$ cat config.mk
export PLATFORM = sky130hd
export DESIGN_NAME = fifo_rd_ctrl_flat
export DESIGN_NICKNAME = d
export VERILOG_FILES = /design/src/rtl/fifo_pkg.sv /design/src/rtl/fifo_rd_ctrl_if.sv /design/src/rtl/fifo_sync2.sv /design/src/rtl/fifo_rd_ctrl.sv /design/src/flat_wrapper.sv
export SDC_FILE = /design/constraint.sdc
export NUM_CORES = 1
export LEC_CHECK = 0
export BUFFER_PORTS_ARGS = -buffer_cell sky130_fd_sc_hd__buf_4
export CORE_MARGIN = 2
export CORE_UTILIZATION = 46
export DETAILED_ROUTE_END_ITERATION = 7
export GPL_ROUTABILITY_DRIVEN = 1
export PLACE_DENSITY = 0.72
export SYNTH_ARGS = -nofsm -noshare
export SYNTH_HDL_FRONTEND = slang
export SYNTH_HIERARCHICAL = 1
export SYNTH_SLANG_ARGS = --single-unit
export TNS_END_PERCENT = 50
$ cat constraint.sdc
create_clock -name rd_clk -period 3 [get_ports rd_clk]
set_input_delay 0.15 -clock rd_clk [delete_from_list [all_inputs] [get_ports rd_clk]]
set_output_delay 0.15 -clock rd_clk [all_outputs]
set_load 0.02 [all_outputs]
$ cat src/rtl/fifo_pkg.sv
// Shared FIFO helpers: default geometry and Gray/binary conversion,
// used by both the read and write pointer controllers.
package fifo_pkg;

    localparam int FIFO_DEPTH_BIT_DEF = 8;
    localparam int FIFO_WIDTH_BIT_DEF = 16;

    // Operate on 32-bit zero-extended values so any pointer width up to 32 fits.
    function automatic logic [31:0] bin2gray(input logic [31:0] b);
        return b ^ (b >> 1);
    endfunction

    function automatic logic [31:0] gray2bin(input logic [31:0] g);
        logic [31:0] b;
        b[31] = g[31];
        for (int i = 30; i >= 0; i--) begin
            b[i] = b[i+1] ^ g[i];
        end
        return b;
    endfunction

endpackage

$ cat src/rtl/fifo_rd_ctrl_if.sv
// Read-side FIFO bus: consumer handshake, memory port B and cross-domain pointers.
// rd_almost_empty exists only when FIFO_RD_ALMOST_EMPTY_EN is defined.
interface fifo_rd_ctrl_if #(
    parameter int FIFO_DEPTH_Bit = fifo_pkg::FIFO_DEPTH_BIT_DEF,
    parameter int FIFO_WIDTH_Bit = fifo_pkg::FIFO_WIDTH_BIT_DEF
) ();

    logic                      rd_en;
    logic [FIFO_DEPTH_Bit:0]   wr_ptr_gray;
    logic [FIFO_WIDTH_Bit-1:0] mem_rd_data;
    logic [FIFO_DEPTH_Bit-1:0] rd_addr;
    logic [FIFO_DEPTH_Bit:0]   rd_ptr_gray;
    logic [FIFO_WIDTH_Bit-1:0] rd_data;
    logic                      rd_valid;
    logic                      rd_empty;
    logic [FIFO_DEPTH_Bit:0]   rd_level;
`ifdef FIFO_RD_ALMOST_EMPTY_EN
    logic                      rd_almost_empty;
`endif

    // master: consumer/memory/write-domain side; slave: the read controller
    modport master (
        output rd_en, wr_ptr_gray, mem_rd_data,
        input  rd_addr, rd_ptr_gray, rd_data, rd_valid, rd_empty, rd_level
`ifdef FIFO_RD_ALMOST_EMPTY_EN
        , input rd_almost_empty
`endif
    );

    modport slave (
        input  rd_en, wr_ptr_gray, mem_rd_data,
        output rd_addr, rd_ptr_gray, rd_data, rd_valid, rd_empty, rd_level
`ifdef FIFO_RD_ALMOST_EMPTY_EN
        , output rd_almost_empty
`endif
    );

endinterface

$ cat src/rtl/fifo_sync2.sv
// Two-flop synchronizer for bringing a Gray-coded pointer into the local clock domain.
module fifo_sync2 #(
    parameter int WIDTH = 1
) (
    input  logic             i_clk,
    input  logic             i_rst_n,
    input  logic [WIDTH-1:0] i_d,
    output logic [WIDTH-1:0] o_q
);

    logic [WIDTH-1:0] r_wq1;
    logic [WIDTH-1:0] r_wq2;

    always_ff @(posedge i_clk or negedge i_rst_n) begin
        if (!i_rst_n) begin
            r_wq1 <= '0;
            r_wq2 <= '0;
        end else begin
            r_wq1 <= i_d;
            r_wq2 <= r_wq1;
        end
    end

    assign o_q = r_wq2;

endmodule

$ cat src/rtl/fifo_rd_ctrl.sv
// Async-FIFO read-pointer controller: pointer, empty flag and occupancy in the read domain.
// Optional rd_almost_empty output is built when FIFO_RD_ALMOST_EMPTY_EN is defined.
module fifo_rd_ctrl #(
    parameter int FIFO_DEPTH_Bit = fifo_pkg::FIFO_DEPTH_BIT_DEF,
    parameter int FIFO_WIDTH_Bit = fifo_pkg::FIFO_WIDTH_BIT_DEF,
    parameter int AE_THRESH      = 4
) (
    input logic           rd_clk,
    input logic           rd_rst_n,
    fifo_rd_ctrl_if.slave bus
);
    import fifo_pkg::*;

    localparam int PW = FIFO_DEPTH_Bit + 1;

    logic [PW-1:0]             w_wq2;
    logic                      w_accept;
    logic [PW-1:0]             w_next_bin;
    logic [PW-1:0]             w_next_gray;
    logic [PW-1:0]             w_next_level;
    logic [FIFO_WIDTH_Bit-1:0] w_rd_data;

    logic [PW-1:0]             r_ptr_bin;
    logic [PW-1:0]             r_ptr_gray;
    logic [PW-1:0]             r_level;
    logic                      r_empty;
    logic                      r_vld_p1;

    fifo_sync2 #(.WIDTH(PW)) u_wptr_sync (
        .i_clk   (rd_clk),
        .i_rst_n (rd_rst_n),
        .i_d     (bus.wr_ptr_gray),
        .o_q     (w_wq2)
    );

    // Flags are computed from the post-increment pointer so a pop and a
    // write-pointer advance landing on the same edge are both reflected.
    assign w_accept     = bus.rd_en && !r_empty;
    assign w_next_bin   = r_ptr_bin + PW'(w_accept);
    assign w_next_gray  = PW'(bin2gray(32'(w_next_bin)));
    assign w_next_level = PW'(gray2bin(32'(w_wq2))) - w_next_bin;

    always_ff @(posedge rd_clk or negedge rd_rst_n) begin
        if (!rd_rst_n) begin
            r_ptr_bin  <= '0;
            r_ptr_gray <= '0;
            r_level    <= '0;
            r_empty    <= 1'b1;
            r_vld_p1   <= 1'b0;
        end else begin
            r_ptr_bin  <= w_next_bin;
            r_ptr_gray <= w_next_gray;
            r_level    <= w_next_level;
            r_empty    <= (w_next_gray == w_wq2);
            r_vld_p1   <= w_accept;
        end
    end

`ifdef FIFO_RD_ALMOST_EMPTY_EN
    localparam logic [PW-1:0] AE_LVL = PW'(AE_THRESH);

    logic r_almost_empty;

    always_ff @(posedge rd_clk or negedge rd_rst_n) begin
        if (!rd_rst_n) begin
            r_almost_empty <= 1'b1;
        end else begin
            r_almost_empty <= (w_next_level <= AE_LVL);
        end
    end

    assign bus.rd_almost_empty = r_almost_empty;
`endif

    // Memory has one cycle of read latency, which lines up with r_vld_p1.
    assign w_rd_data       = bus.mem_rd_data;
    assign bus.rd_data     = w_rd_data;
    assign bus.rd_addr     = r_ptr_bin[FIFO_DEPTH_Bit-1:0];
    assign bus.rd_ptr_gray = r_ptr_gray;
    assign bus.rd_level    = r_level;
    assign bus.rd_empty    = r_empty;
    assign bus.rd_valid    = r_vld_p1;

endmodule
$ cat src/flat_wrapper.sv
// flat-port wrapper written by rule: the top's interface ports become plain ports
module fifo_rd_ctrl_flat import fifo_pkg::*;
#(
    parameter int FIFO_DEPTH_Bit = fifo_pkg::FIFO_DEPTH_BIT_DEF,
    parameter int FIFO_WIDTH_Bit = fifo_pkg::FIFO_WIDTH_BIT_DEF,
    parameter int AE_THRESH      = 4
)
  (rd_clk, rd_rst_n, bus_rd_en, bus_wr_ptr_gray, bus_mem_rd_data, bus_rd_addr, bus_rd_ptr_gray, bus_rd_data, bus_rd_valid, bus_rd_empty, bus_rd_level);
  fifo_rd_ctrl_if #(.FIFO_DEPTH_Bit(FIFO_DEPTH_Bit), .FIFO_WIDTH_Bit(FIFO_WIDTH_Bit)) bus_i ();
  input logic rd_clk;
  input logic rd_rst_n;
  input wire logic [$bits(bus_i.rd_en)-1:0] bus_rd_en;
  input wire logic [$bits(bus_i.wr_ptr_gray)-1:0] bus_wr_ptr_gray;
  input wire logic [$bits(bus_i.mem_rd_data)-1:0] bus_mem_rd_data;
  output wire logic [$bits(bus_i.rd_addr)-1:0] bus_rd_addr;
  output wire logic [$bits(bus_i.rd_ptr_gray)-1:0] bus_rd_ptr_gray;
  output wire logic [$bits(bus_i.rd_data)-1:0] bus_rd_data;
  output wire logic [$bits(bus_i.rd_valid)-1:0] bus_rd_valid;
  output wire logic [$bits(bus_i.rd_empty)-1:0] bus_rd_empty;
  output wire logic [$bits(bus_i.rd_level)-1:0] bus_rd_level;
  assign bus_i.rd_en = bus_rd_en;
  assign bus_i.wr_ptr_gray = bus_wr_ptr_gray;
  assign bus_i.mem_rd_data = bus_mem_rd_data;
  assign bus_rd_addr = bus_i.rd_addr;
  assign bus_rd_ptr_gray = bus_i.rd_ptr_gray;
  assign bus_rd_data = bus_i.rd_data;
  assign bus_rd_valid = bus_i.rd_valid;
  assign bus_rd_empty = bus_i.rd_empty;
  assign bus_rd_level = bus_i.rd_level;
  fifo_rd_ctrl #(.FIFO_DEPTH_Bit(FIFO_DEPTH_Bit), .FIFO_WIDTH_Bit(FIFO_WIDTH_Bit), .AE_THRESH(AE_THRESH)) u_core (.rd_clk(rd_clk), .rd_rst_n(rd_rst_n), .bus(bus_i));
endmodule
==> results.rst <==
.. list-table::
   :header-rows: 1

   * - Metric
     - Value
   * - Slew headroom
     - 62.4%
   * - Vias
     - 1594
   * - Number of CTS-inserted buffers
     - 5
   * - Fraction of layout instances using a drive strength above 1
     - 34.5%
   * - Most frequent cell after synthesis
     - sky130_fd_sc_hd__dfrtp_1
   * - Number of global-route vias before repair
     - 1583
   * - Path type of the worst min-delay path
     - primary input to register
   * - Antenna-violating nets left
     - 0
   * - Die H
     - 75.6 µm
   * - Post-synthesis to final-layout area growth
     - 27.4%
   * - Average footprint of a synthesized cell
     - 11.4 µm²
   * - CP arrival
     - 3.22 ns
   * - Post-synth top flop
     - sky130_fd_sc_hd__dfrtp_1
   * - Master cell of the clock root buffer
     - sky130_fd_sc_hd__clkbuf_8
   * - Share of flip-flops with an asynchronous set or reset after synthesis
     - 100%
   * - Antenna violations before repair
     - 0
   * - Unrepaired setup endpoints after global routing
     - yes
   * - Iter 0 DRT Violations
     - 111
   * - Worst-case setup margin in the final layout
     - 0.00140 ns
   * - Total of warnings raised by yosys
     - 6
   * - Setup violation total in the final timing report
     - 0
   * - Maximum Capacitance Violations
     - 0
   * - Hold slack
     - 0.116 ns
   * - Routed via count divided by cell count
     - 4.77
   * - Total global routing overflow
     - 0
   * - Cell type of the slowest stage on the worst timing path
     - sky130_fd_sc_hd__dfrtp_2
   * - Pins Over Slew Limit
     - 0
   * - Reg2reg setup slack
     - 0.001 ns
   * - Synth area leader
     - sky130_fd_sc_hd__dfrtp_1
   * - Post-detailed-route wirelength per cell
     - 14.4 µm
   * - Worst-path clk slew
     - 0.08 ns
   * - Fin crit period
     - 3.00 ns
   * - Gpl congestion
     - 0.757
   * - HPWL after detailed placement
     - 3.26 mm
   * - Port buffer count
     - 39
   * - Outcome
     - finished clean
   * - Sort of element at the end of the critical path
     - register
   * - Maximum operating frequency
     - 333 MHz
   * - # diodes
     - 0
   * - H-tree depth
     - 2
   * - Post-synthesis cell count
     - 207
   * - Clock Tree Buf Depth
     - 2
   * - Maximum single-stage delay on the critical path
     - 0.45 ns
   * - Skew-Pair Late Insertion Delay
     - 0.30 ns
   * - Number of nets in the finished design
     - 302
   * - Ranking of synthesized cells by area
     - sky130_fd_sc_hd__dfrtp_1 48%, sky130_fd_sc_hd__xnor2_1 7.8%, sky130_fd_sc_hd__xor2_1 5.9%, sky130_fd_sc_hd__ha_1 5.3%, sky130_fd_sc_hd__buf_4 5.1%
   * - Top cell type's share of synthesized area
     - 47.8%
   * - Share of the yosys chip area belonging to registers
     - 48.9%
   * - Required @ worst endpoint
     - 3.23 ns
   * - Detailed Routing Iterations Pass 1
     - 4
   * - Final count of hold timing violations
     - 0
   * - Clock sink total
     - 46
   * - Area of the mapped netlist
     - 2360 µm²
   * - Number of distinct library cells after synthesis
     - 37
   * - Pre-CTS WS
     - -0.183 ns
   * - Cell-by-cell listing of the critical path
     - xor2_4, xnor2_4, xor2_2, xor2_2, xnor2_2, xor2_1, ha_2, fa_2, nor2b_2, o21ai_2, a21boi_2, o21ai_2, a21oi_2, xor2_1
   * - Most numerous cell types in the synthesized netlist
     - 45 x sky130_fd_sc_hd__dfrtp_1, 21 x sky130_fd_sc_hd__xnor2_1, 16 x sky130_fd_sc_hd__buf_4, 16 x sky130_fd_sc_hd__xor2_1, 14 x sky130_fd_sc_hd__inv_1
   * - TritonCTS clock tree
     - done
   * - Clock skew after layout
     - 0.00657 ns
   * - DR DRC count
     - 0
   * - Final critical-path share of the clock period
     - 100%
   * - Total die area
     - 5710 µm²
   * - Total routed wirelength
     - 4.81 mm
   * - Initial Utilization
     - 47.1%
   * - Num rows
     - 26
   * - Largest fanout of any net on the critical path
     - 2
   * - Wire length of the first global-routing pass
     - 7.62 mm
   * - All-layer global routing usage
     - 18.4%
   * - Register bit total from synthesis
     - 46
   * - Category of the critical setup timing path
     - register to register
   * - Chip Width
     - 75.6 µm
   * - IO Count
     - 72
   * - Actual slew at the worst max-slew pin
     - 0.564 ns
   * - Power density over the cells
     - 1030 nW/µm²
   * - CP Launch Type
     - register
   * - Floorplan Core Area
     - 5010 µm²
   * - Pin count of the biggest net entering global routing
     - 47
   * - Max IR drop VDD
     - 429 µV
   * - Total Power
     - 0.00309 W
   * - Leak Pwr
     - 1.39 nW
   * - Syn_nets
     - 246
   * - Number of synthesized flops with an enable pin
     - 0
## registers in the layout (all words and copies together) (netlist names)
name                      flops
u_core/bus.rd_level           9
u_core/u_wptr_sync/r_wq1      9
u_core/bus.rd_ptr_gray        8
u_core/r_ptr_bin              9
u_core/bus.rd_empty           1
u_core/u_wptr_sync/o_q        9
u_core/bus.rd_valid           1
## metrics by stage
stage / util [%] / cells / setup TNS (ns) / cell area (µm²)
finish: 60.0 / 334 / 0 / 3000
CTS: 58.8 / 330 / -0.0982 / 2950
floorplan: - / 207 / 0 / 2370
detailed placement: 53.9 / 307 / -0.341 / 2700
global placement: 53.9 / 307 / -0.0920 / 2700
global route: 60.0 / 334 / -0.514 / 3000
## cells by family (layout without fill, tap and decap cells)
family | count (synthesis) | count (layout) | synth area share (%)
fa+ha+maj | 11 | 11 | 6.16
buf+inv | 38 | 95 | 9.13
xor+xnor | 44 | 44 | 19.1
mux | 2 | 2 | 0.849
flops | 46 | 46 | 48.9
simple gates | 43 | 43 | 9.34
compound gates | 23 | 23 | 6.58
## worst paths after layout
kind                                             end  cells past startpoint                        start
max                           u_core/bus.rd_level[8]                     14    u_core/u_wptr_sync/o_q[7]
min                              u_core/bus.rd_valid                      2                    bus_rd_en
max reg2reg                   u_core/bus.rd_level[8]                     14    u_core/u_wptr_sync/o_q[7]
min reg2reg                u_core/u_wptr_sync/o_q[4]                      0  u_core/u_wptr_sync/r_wq1[4]
max in group asynchronous  u_core/u_wptr_sync/o_q[8]                      2                     rd_rst_n
min in group asynchronous  u_core/bus.rd_ptr_gray[2]                      2                     rd_rst_n
## layout by cell type (no fill, tap or decap), drive strengths merged, types with 2 or more instances in the layout
cell         instances
buf                 63
dfrtp               45
xnor2               24
xor2                20
inv                 14
dlygate4sd3         10
ha                  10
nand2                9
nor2                 8
clkbuf               7
nor2b                7
a21oi                6
nand4                5
nor3                 5
o21ai                4
and2                 3
nand3                3
o31ai                3
a21boi               3
mux2i                2
## cell type report
type	instances	area [µm²]
clock inverter	1	5.00
inverter	14	52.6
timing repair buffer	73	573
fill	421	2010
tap	70	87.6
sequential	46	1150
multi-input combinational	123	1040
clock buffer	7	86.3
## power by group
part	total (W)	switching [W]	leakage [nW]	internal, W
Combinational	0.00177	0.000920	0.810	0.000846
Sequential	0.000930	0.000128	0.532	0.000801
Clock	0.000391	0.000204	0.0482	0.000186
## metal layers
metal	part of all wire [%]	vias to the layer above	track usage (%)
li1	-	766	-
met1	42	772	23.3
met2	51	47	29.4
met3	5.1	9	5.03
met4	1.9	0	8.97
met5	0	-	0
## critical path, delay by kind of cell, from the launching register on
kind            cells  cell delay (ns)
simple gates        1             0.14
fa+ha+maj           2             0.56
flops               1             0.45
xor+xnor            7             1.25
compound gates      4             0.51
## what timing repair did
| item | CTS | global route |
|---|---|---|
| pin swaps | 7 | 4 |
| hold buffers | 10 | 0 |
| buffers inserted | 5 | 4 |
| gates resized for setup | 7 | 10 |
| endpoints found under the setup margin | 4 | 4 |
| endpoints found under the hold margin | 54 | 0 |
Power figures use the tool's default switching activity.
